<file path="src/rtl/jtag_tap_driver_if.sv">
// Command/response port of the JTAG TAP driver.
// master: the management side issuing scan commands.
// slave : the TAP driver executing them.
//   cmd_valid/cmd_ready  request handshake, accept = cmd_valid & cmd_ready
//   cmd_op               00 RESET, 01 SHIFT_IR, 10 SHIFT_DR, 11 IDLE
//   cmd_len              shift length in bits, or TCK count for IDLE
//   cmd_data             TDI data, bit 0 shifted first
//   rsp_valid            one-clk completion pulse
//   rsp_data             captured TDO, first bit in bit 0
//   busy                 command in progress
interface jtag_tap_driver_if #(
  parameter int MAX_LEN = 64,
  parameter int LEN_W   = 7
);
  logic               cmd_valid;
  logic               cmd_ready;
  logic [1:0]         cmd_op;
  logic [LEN_W-1:0]   cmd_len;
  logic [MAX_LEN-1:0] cmd_data;
  logic               rsp_valid;
  logic [MAX_LEN-1:0] rsp_data;
  logic               busy;

  modport master (
    output cmd_valid, cmd_op, cmd_len, cmd_data,
    input  cmd_ready, rsp_valid, rsp_data, busy
  );

  modport slave (
    input  cmd_valid, cmd_op, cmd_len, cmd_data,
    output cmd_ready, rsp_valid, rsp_data, busy
  );
endinterface

</file>
<file path="src/rtl/jtag_tap_driver.sv">
// On-chip JTAG initiator: runs TAP resets, IR/DR scans and idle clocking on
// the tck/tms/tdi/trst pins and returns captured tdo on a response port.
// Ports:
//   clk, rst           system clock, asynchronous active-high reset
//   bus (slave)        command/response handshake (see jtag_tap_driver_if)
//   tck, tms, tdi      JTAG drive pins
//   trst               TAP reset, active-high
//   tdo                JTAG data from the TAP
//
// state   | meaning
// --------+-----------------------------------------------------------
// S_IDLE  | waiting for a command, tck held low
// S_PRE   | TMS walk from Run-Test/Idle (or anywhere) into Shift-xR
// S_SHIFT | data bits (scan) or plain idle clocks
// S_POST  | TMS walk from Exit1-xR back to Run-Test/Idle
// S_DONE  | one cycle to publish the response
module jtag_tap_driver #(
  parameter int MAX_LEN = 64,
  parameter int DIV     = 2,
  parameter int LEN_W   = 7
) (
  input  logic             clk,
  input  logic             rst,
  jtag_tap_driver_if.slave bus,
  output logic             tck,
  output logic             tms,
  output logic             tdi,
  output logic             trst,
  input  logic             tdo
);

  localparam logic [1:0] OP_RESET = 2'b00;
  localparam logic [1:0] OP_IR    = 2'b01;
  localparam logic [1:0] OP_DR    = 2'b10;
  localparam int DW = (DIV > 1) ? $clog2(DIV) : 1;
  localparam logic [DW-1:0]    DIV_LD = DW'(DIV - 1);
  localparam logic [LEN_W-1:0] MAX_N  = LEN_W'(MAX_LEN);

  typedef enum logic [2:0] {S_IDLE, S_PRE, S_SHIFT, S_POST, S_DONE} state_t;

  state_t             state;
  logic [DW-1:0]      div_cnt;
  logic [2:0]         pre_left;
  logic [5:0]         pre_pat, trst_pat;
  logic [LEN_W-1:0]   sh_left, n_len;
  logic [1:0]         post_left, post_pat;
  logic [MAX_LEN-1:0] data_sr, tdo_sr, rsp_data_r;
  logic               scan, cmd_ready_r, busy_r, rsp_valid_r;

  // Command decode into pattern registers (TMS patterns are LSB first).
  logic [LEN_W-1:0] n_in, ld_sh_left;
  logic [2:0]       ld_pre_left;
  logic [5:0]       ld_pre_pat, ld_trst_pat;
  logic [1:0]       ld_post_left, ld_post_pat;
  logic             ld_scan;

  always_comb begin
    n_in         = (bus.cmd_len > MAX_N) ? MAX_N : bus.cmd_len;
    ld_pre_left  = '0;
    ld_pre_pat   = '0;
    ld_trst_pat  = '0;
    ld_sh_left   = '0;
    ld_post_left = '0;
    ld_post_pat  = '0;
    ld_scan      = 1'b0;
    case (bus.cmd_op)
      OP_RESET: begin
        ld_pre_left = 3'd6;
        ld_pre_pat  = 6'b011111;
        ld_trst_pat = 6'b011111;
      end
      OP_IR, OP_DR: if (n_in != '0) begin
        ld_pre_left  = (bus.cmd_op == OP_IR) ? 3'd4 : 3'd3;
        ld_pre_pat   = (bus.cmd_op == OP_IR) ? 6'b000011 : 6'b000001;
        ld_sh_left   = n_in;
        ld_post_left = 2'd2;
        ld_post_pat  = 2'b01;
        ld_scan      = 1'b1;
      end
      default: ld_sh_left = n_in;
    endcase
  end

  // Next-bit selection. At accept it works on the freshly decoded command,
  // otherwise on the remaining pattern registers.
  logic [2:0]         s_pre_left, nx_pre_left;
  logic [5:0]         s_pre_pat, s_trst_pat, nx_pre_pat, nx_trst_pat;
  logic [LEN_W-1:0]   s_sh_left, nx_sh_left;
  logic [1:0]         s_post_left, s_post_pat, nx_post_left, nx_post_pat;
  logic [MAX_LEN-1:0] s_data, nx_data;
  logic               s_scan, p_tms, p_tdi, p_trst, adv;
  state_t             p_state;

  always_comb begin
    if (state == S_IDLE) begin
      s_pre_left = ld_pre_left;   s_pre_pat  = ld_pre_pat;
      s_trst_pat = ld_trst_pat;   s_sh_left  = ld_sh_left;
      s_post_left = ld_post_left; s_post_pat = ld_post_pat;
      s_data = bus.cmd_data;      s_scan = ld_scan;
    end else begin
      s_pre_left = pre_left;      s_pre_pat  = pre_pat;
      s_trst_pat = trst_pat;      s_sh_left  = sh_left;
      s_post_left = post_left;    s_post_pat = post_pat;
      s_data = data_sr;           s_scan = scan;
    end
    nx_pre_left = s_pre_left;   nx_pre_pat  = s_pre_pat;
    nx_trst_pat = s_trst_pat;   nx_sh_left  = s_sh_left;
    nx_post_left = s_post_left; nx_post_pat = s_post_pat;
    nx_data = s_data;
    p_state = S_DONE;
    p_tms   = tms;
    p_tdi   = 1'b0;
    p_trst  = 1'b0;
    if (s_pre_left != '0) begin
      p_state     = S_PRE;
      p_tms       = s_pre_pat[0];
      p_trst      = s_trst_pat[0];
      nx_pre_left = s_pre_left - 3'd1;
      nx_pre_pat  = s_pre_pat >> 1;
      nx_trst_pat = s_trst_pat >> 1;
    end else if (s_sh_left != '0) begin
      p_state    = S_SHIFT;
      p_tms      = s_scan && (s_sh_left == LEN_W'(1));
      p_tdi      = s_scan & s_data[0];
      nx_sh_left = s_sh_left - LEN_W'(1);
      nx_data    = s_data >> 1;
    end else if (s_post_left != '0) begin
      p_state      = S_POST;
      p_tms        = s_post_pat[0];
      nx_post_left = s_post_left - 2'd1;
      nx_post_pat  = s_post_pat >> 1;
    end
  end

  // A new bit starts at accept, or when the high phase of the current bit ends.
  assign adv = (state == S_IDLE) ? bus.cmd_valid
             : ((state inside {S_PRE, S_SHIFT, S_POST}) && tck && (div_cnt == '0));

  always_ff @(posedge clk or posedge rst) begin
    if (rst) begin
      state       <= S_IDLE;
      div_cnt     <= '0;
      pre_left    <= '0;
      pre_pat     <= '0;
      trst_pat    <= '0;
      sh_left     <= '0;
      n_len       <= '0;
      post_left   <= '0;
      post_pat    <= '0;
      data_sr     <= '0;
      tdo_sr      <= '0;
      scan        <= 1'b0;
      tck         <= 1'b0;
      tms         <= 1'b1;
      tdi         <= 1'b0;
      trst        <= 1'b0;
      cmd_ready_r <= 1'b1;
      busy_r      <= 1'b0;
      rsp_valid_r <= 1'b0;
      rsp_data_r  <= '0;
    end else begin
      rsp_valid_r <= 1'b0;
      if (adv) begin
        state     <= p_state;
        tck       <= 1'b0;
        div_cnt   <= DIV_LD;
        tms       <= p_tms;
        tdi       <= p_tdi;
        trst      <= p_trst;
        pre_left  <= nx_pre_left;
        pre_pat   <= nx_pre_pat;
        trst_pat  <= nx_trst_pat;
        sh_left   <= nx_sh_left;
        post_left <= nx_post_left;
        post_pat  <= nx_post_pat;
        data_sr   <= nx_data;
        if (state == S_IDLE) begin
          cmd_ready_r <= 1'b0;
          busy_r      <= 1'b1;
          scan        <= ld_scan;
          n_len       <= n_in;
          tdo_sr      <= '0;
        end
      end else if (state == S_DONE) begin
        state       <= S_IDLE;
        rsp_valid_r <= 1'b1;
        // Captured bits enter at the top; align the first one to bit 0.
        rsp_data_r  <= tdo_sr >> (MAX_LEN - int'(n_len));
        cmd_ready_r <= 1'b1;
        busy_r      <= 1'b0;
      end else if (state != S_IDLE) begin
        if (div_cnt != '0) begin
          div_cnt <= div_cnt - 1'b1;
        end else begin
          tck     <= 1'b1;
          div_cnt <= DIV_LD;
          if (state == S_SHIFT && scan) tdo_sr <= {tdo, tdo_sr[MAX_LEN-1:1]};
        end
      end
    end
  end

  assign bus.cmd_ready = cmd_ready_r;
  assign bus.busy      = busy_r;
  assign bus.rsp_valid = rsp_valid_r;
  assign bus.rsp_data  = rsp_data_r;

endmodule

</file>
<file path="src/flat_wrapper.sv">
// flat-port wrapper written by rule: the top's interface ports become plain ports
module jtag_tap_driver_flat 
#(
  parameter int MAX_LEN = 64,
  parameter int DIV     = 2,
  parameter int LEN_W   = 7
)
  (clk, rst, tck, tms, tdi, trst, tdo, bus_cmd_valid, bus_cmd_op, bus_cmd_len, bus_cmd_data, bus_cmd_ready, bus_rsp_valid, bus_rsp_data, bus_busy);
  jtag_tap_driver_if #(.MAX_LEN(MAX_LEN), .LEN_W(LEN_W)) bus_i ();
  input  logic clk;
  input  logic rst;
  output logic tck;
  output logic tms;
  output logic tdi;
  output logic trst;
  input  logic tdo;
  input wire logic [$bits(bus_i.cmd_valid)-1:0] bus_cmd_valid;
  input wire logic [$bits(bus_i.cmd_op)-1:0] bus_cmd_op;
  input wire logic [$bits(bus_i.cmd_len)-1:0] bus_cmd_len;
  input wire logic [$bits(bus_i.cmd_data)-1:0] bus_cmd_data;
  output wire logic [$bits(bus_i.cmd_ready)-1:0] bus_cmd_ready;
  output wire logic [$bits(bus_i.rsp_valid)-1:0] bus_rsp_valid;
  output wire logic [$bits(bus_i.rsp_data)-1:0] bus_rsp_data;
  output wire logic [$bits(bus_i.busy)-1:0] bus_busy;
  assign bus_i.cmd_valid = bus_cmd_valid;
  assign bus_i.cmd_op = bus_cmd_op;
  assign bus_i.cmd_len = bus_cmd_len;
  assign bus_i.cmd_data = bus_cmd_data;
  assign bus_cmd_ready = bus_i.cmd_ready;
  assign bus_rsp_valid = bus_i.rsp_valid;
  assign bus_rsp_data = bus_i.rsp_data;
  assign bus_busy = bus_i.busy;
  jtag_tap_driver #(.MAX_LEN(MAX_LEN), .DIV(DIV), .LEN_W(LEN_W)) u_core (.clk(clk), .rst(rst), .bus(bus_i), .tck(tck), .tms(tms), .tdi(tdi), .trst(trst), .tdo(tdo));
endmodule
</file>
<file path="config.mk">
export PLATFORM = sky130hd
export DESIGN_NAME = jtag_tap_driver_flat
export DESIGN_NICKNAME = d
export VERILOG_FILES = /design/src/rtl/jtag_tap_driver_if.sv /design/src/rtl/jtag_tap_driver.sv /design/src/flat_wrapper.sv
export SDC_FILE = /design/constraint.sdc
export NUM_CORES = 1
export LEC_CHECK = 0
export ABC_AREA = 1
export BUFFER_PORTS_ARGS = -buffer_cell sky130_fd_sc_hd__buf_2
export CAP_MARGIN = 15
export CORE_ASPECT_RATIO = 0.9
export CORE_MARGIN = 8
export CORE_UTILIZATION = 46
export CTS_CLUSTER_DIAMETER = 30
export CTS_CLUSTER_SIZE = 25
export DETAILED_ROUTE_END_ITERATION = 7
export HOLD_SLACK_MARGIN = 0.12
export PLACE_DENSITY = 0.76
export SETUP_SLACK_MARGIN = 0.1
export SLEW_MARGIN = 0
export SYNTH_ARGS = -nofsm -noshare
export SYNTH_HDL_FRONTEND = slang
export SYNTH_SLANG_ARGS = --single-unit
</file>
<file path="constraint.sdc">
create_clock -name clk -period 12.6 [get_ports clk]
set_input_delay 0.63 -clock clk [delete_from_list [all_inputs] [get_ports clk]]
set_output_delay 0.63 -clock clk [all_outputs]
set_load 0.01 [all_outputs]
</file>
### Yosys cells after proc, flatten, opt, wreduce, memory -nomap -nowiden

Index checks and enable logic that the tools add are counted.

* logic and storage cells: 135
* bits of input ports: 77
* output and inout bits: 71
* register bits after elaboration: 237

* $add $sub $neg: 5
* $lt $le $gt $ge: 1
* equality and inequality tests: 10
* muxes and demuxes: 71
* reduce and logical (&&, ||, !) cells: 24
* shifts and indexed selects: 1
* bitwise operators: 3

Operators with widths (number)
* 64-bit 2-to-1 mux: 9
* 64-bit by 32-bit right shift with 64-bit output: 1
* 7-bit 2-to-1 mux: 5
* 6-bit 2-to-1 mux: 5
* 1-bit 2-to-1 mux: 27
* 3-bit 2-to-1 mux: 9
* 2-bit 2-to-1 mux: 12
* 7-bit case mux with 2 select lines: 1
* 7-bit nonzero test: 2
* 6-bit case mux with 2 select lines: 1
* 3-bit nonzero test: 4
* 2-bit AND reduction: 5
* 2-bit nonzero test: 4
* 7-bit by 7-bit subtractor with 8-bit output, first input constant: 1
* 7-bit by 1-bit equality test with 1-bit output, second input constant: 1
* 7-bit > comparator, second input constant: 1
* 7-bit by 1-bit subtractor with 7-bit output, second input constant: 1
* 3-bit by 2-bit equality test with 1-bit output, second input constant: 2
* 3-bit case mux with 2 select lines: 1
* 5-bit 2-to-1 mux: 1
* 5-bit AND reduction: 1
* 1-bit logical AND: 4
* 2-bit inequality test, second input constant: 2
* 3-bit by 1-bit equality test with 1-bit output, second input constant: 1
* other kinds (13): 14

### Longest topological paths before layout

* depth in word-level cells: 11
* mapped depth: 17
* depth with buffers taken out: 15

### Worst setup path before layout

No wires, ideal clock.

* path kind: in2reg
* from: input bus_cmd_len[6]
* to: register u_core.pre_pat[1]
* data required time: 12.510 ns
* data arrival time: 2.608 ns
* slack: 9.902 ns
* setup time: 0.090 ns
* stages: 13
* buffers on the path: 1
* cells stage by stage: clkbuf_1 inv_1 nand3_1 nor2_1 a21oi_1 nand3_1 o211ai_1 inv_1 ha_1 ha_1 nor2_1 inv_1 o221ai_1

* cells in the longest elaborated chain, start to end: 8
* elaborated cells on any way between the ends: 11
* those cells by class: 1 x order compare; 8 x mux; 2 x reduce/logical

RTL lines
* start, declared: RTL line flat_wrapper.sv:19 `input wire logic [$bits(bus_i.cmd_len)-1:0] bus_cmd_len;`
* 7-bit > comparator: RTL line jtag_tap_driver.sv:58 `n_in = (bus.cmd_len > MAX_N) ? MAX_N : bus.cmd_len;`
* 7-bit 2-to-1 mux (*): RTL line jtag_tap_driver.sv:58
* 7-bit nonzero test (*): RTL line jtag_tap_driver.sv:72 `OP_IR, OP_DR: if (n_in != '0) begin`
* 3-bit 2-to-1 mux: RTL line jtag_tap_driver.sv:72
* 3-bit case mux with 2 select lines: RTL line jtag_tap_driver.sv:66 `case (bus.cmd_op)`
* 3-bit 2-to-1 mux: RTL line jtag_tap_driver.sv:95 `if (state == S_IDLE) begin`
* 3-bit nonzero test: RTL line jtag_tap_driver.sv:114 `if (s_pre_left != '0) begin`
* 6-bit 2-to-1 mux (*): RTL line jtag_tap_driver.sv:114
* end signal, assigned: RTL line jtag_tap_driver.sv:171 `pre_pat <= nx_pre_pat;`
* end, declared: RTL line jtag_tap_driver.sv:44 `logic [5:0] pre_pat, trst_pat;`

Mark *: on every way between the ends. The rest lies on a longest branch, timed or not.
A chain may end at the register's enable or synchronous reset.

### Final worst setup path

* from: register u_core.n_len[0]
* to: register u_core.rsp_data_r[4], in the netlist u_core.bus.rsp_data[4]

* cells in the longest elaborated chain, start to end: 2

RTL lines
* start, declared: RTL line jtag_tap_driver.sv:45 `logic [LEN_W-1:0] sh_left, n_len;`
* start signal, assigned: RTL line jtag_tap_driver.sv:181 `n_len <= n_in;`
* 7-bit by 7-bit subtractor with 8-bit output: RTL line jtag_tap_driver.sv:188 `rsp_data_r <= tdo_sr >> (MAX_LEN - int'(n_len));`
* 64-bit by 32-bit right shift with 64-bit output: RTL line jtag_tap_driver.sv:188
* end signal, assigned: RTL line jtag_tap_driver.sv:188
* end, declared: RTL line jtag_tap_driver.sv:47 `logic [MAX_LEN-1:0] data_sr, tdo_sr, rsp_data_r;`

No other way between the ends.

==> out/results.ini <==
[run_status]
outcome=finished, final reports clean

[synthesis]
async_flop_share=1.00
synth_cells=2174
yosysWarningCount=0
syn_area_per_cell_um2=6.85
ys_seq_elements=237
yosysSeqAreaShare=0.398
synthesis.area_um2=14900
synth_cell_types=41
synth_edf_count=0
synth_ff_type=dfrtp_1
syn-num-nets=2261

[finish]
regArea_um2=5930
diodes=0
final_cell_mix=nand3_1, nand2_1, dfrtp_1, inv_1, o21ai_0
fin_cells=2688
fillerInstances=2998
nets=2319
synthToLayoutAreaGrowth_pct=17.2
drive_gt1_frac=0.127
layout_commonest_cell=nand3_1
multi_input_area_um2=7550

[sta]
layout_setup_ws_ns=7.96
setup_violations=0
hold_viol_final=0
fmax_ghz=0.216
fin_crit_ns=4.64
timing.slew.headroom=0.201
slew_violations=0
finClkSkew_ns=0.0296
rsz0062_at_grt=false
post-route-period-util=0.368
tightest_slew_ns=1.20
tns_ns=0

[die]
die_area_um2=38400
die_w_um=206
initial_core_util=0.467
core_um2=31900
dieHeight_um=187
rows=62
io_pins=148

[routing]
vias_per_cell=5.82
drt_iter0_drc=1816
first_pass_iters=8
route.met2.wl_um=22600
antenna_left=0
num_vias=15600
wire_per_inst_um=17.9
maxUsedRoutingLayer=met4
met1_length_um=20300
drt-total-wl_um=48100
drc=0
wl_met3_um=3550

[clock_network]
cts_made_buffers=50
cts.sinks=237
path_clk_slew_ns=0.05
post_cts_resized=0
cts_setup_buffers=0
hold_buffers=0
insertion_delay_ns=0.56
cts_tree=done
cts_buffer_depth=3
cts_root_buffer=clkbuf_16
htreeDepth=2

[setup_path]
criticalPathCategory=flop to flop
arrival_ns=5.12
worst_setup_path_start_kind=flop
worstPathRequired_ns=13.08
reg2regPathDepth=13
crit_path_end_kind=flop
critPathMaxFanout=70

[placement]
globalplace.congestion=0.953
io_buffers=147
place_inst=2594
hpwl_um=32600
post-place-ws_ns=8.15

[global_route]
antenna_found_initial=0
grt.total_usage=0.245
grt_max_degree=131
grt_pass1_wl_um=77700
grt_pass1_vias=14800
overflow=0

[flow_run]
maxCapViolCount=0

[min_path]
hp-class=input pin to asynchronous set/reset pin

[metrics by stage]
step / area [um2] / hold WS, ns / utilization
final: 17400 / 0.142 / 0.547
after global routing: 17400 / 0.225 / 0.547
after CTS: 17400 / 0.233 / 0.546
after detailed placement: 15600 / 0.458 / 0.490
after global placement: 15600 / 0.453 / 0.490
after floorplan: 14900 / 0.449 / -
[cells in the mapped netlist, types with 10 or more instances]
cell type,number,area (um2)
nand3_1,607,3040
nand2_1,554,2080
dfrtp_1,235,5880
inv_1,187,702
o21ai_0,167,836
clkbuf_1,82,308
o22ai_1,67,419
nor2_1,40,150
a21oi_1,39,195
buf_2,34,170
buf_1,31,116
o21ai_1,31,155
o211ai_1,15,113
ha_1,10,125
inv_2,10,37.5
[worst max-delay path, stage by stage, from the launching register on]
cell     delay [ns]
dfrtp_2        0.38
buf_4          0.34
inv_2          0.88
ha_2           0.38
nand3_1        0.20
nor3_1         0.23
o21ai_0        0.11
nor2_1         0.34
inv_2          0.26
nor2_4         0.56
inv_1          0.47
a21oi_1        0.26
nand2_1        0.07
nand3_1        0.06
[layer usage]
layer	global-route usage	vias up
li1	-	7441
met1	0.327	7397
met2	0.392	674
met3	0.0502	124
met4	0.0844	0
met5	0	-
[worst paths after layout]
path / start / to / slack (ns)
worst max register to register: u_core.n_len[0] / u_core.bus.rsp_data[4] / 7.96
min in group clk: tdo / u_core.tdo_sr[63] / 0.32
worst min-delay path: rst / u_core.bus.rsp_data[38] / 0.14
worst min register to register: u_core.bus.rsp_data[37] / u_core.bus.rsp_data[37] / 0.47
worst max-delay path: u_core.n_len[0] / u_core.bus.rsp_data[4] / 7.96
max in group asynchronous: rst / u_core.data_sr[42] / 11.03
[cell type report]
type,instances,share of cell area
clock buffers,67,0.0824
clock inverters,25,0.0202
inverters,200,0.0437
multi-input cells,1579,0.433
flip-flops and latches,237,0.340
well taps,416,0.0298
repair buffers,164,0.0509
[cell families after synthesis]
group,count (synthesis),share of synthesized area
buf+inv,358,0.0976
xor+xnor,6,0.00403
compound gates,333,0.123
fa+ha+maj,10,0.00840
flops,237,0.398
simple gates,1230,0.368
[state kept, by name, summed over array words and instances (netlist names), 6 cells and up]
register,cells
u_core.pre_pat,6
u_core.tdo_sr,64
u_core.sh_left,7
u_core.trst_pat,6
u_core.bus.rsp_data,64
u_core.data_sr,64
u_core.n_len,7
Power is not shown: default switching activity piles up to over one toggle a cycle in this logic, so the estimate is an artifact.
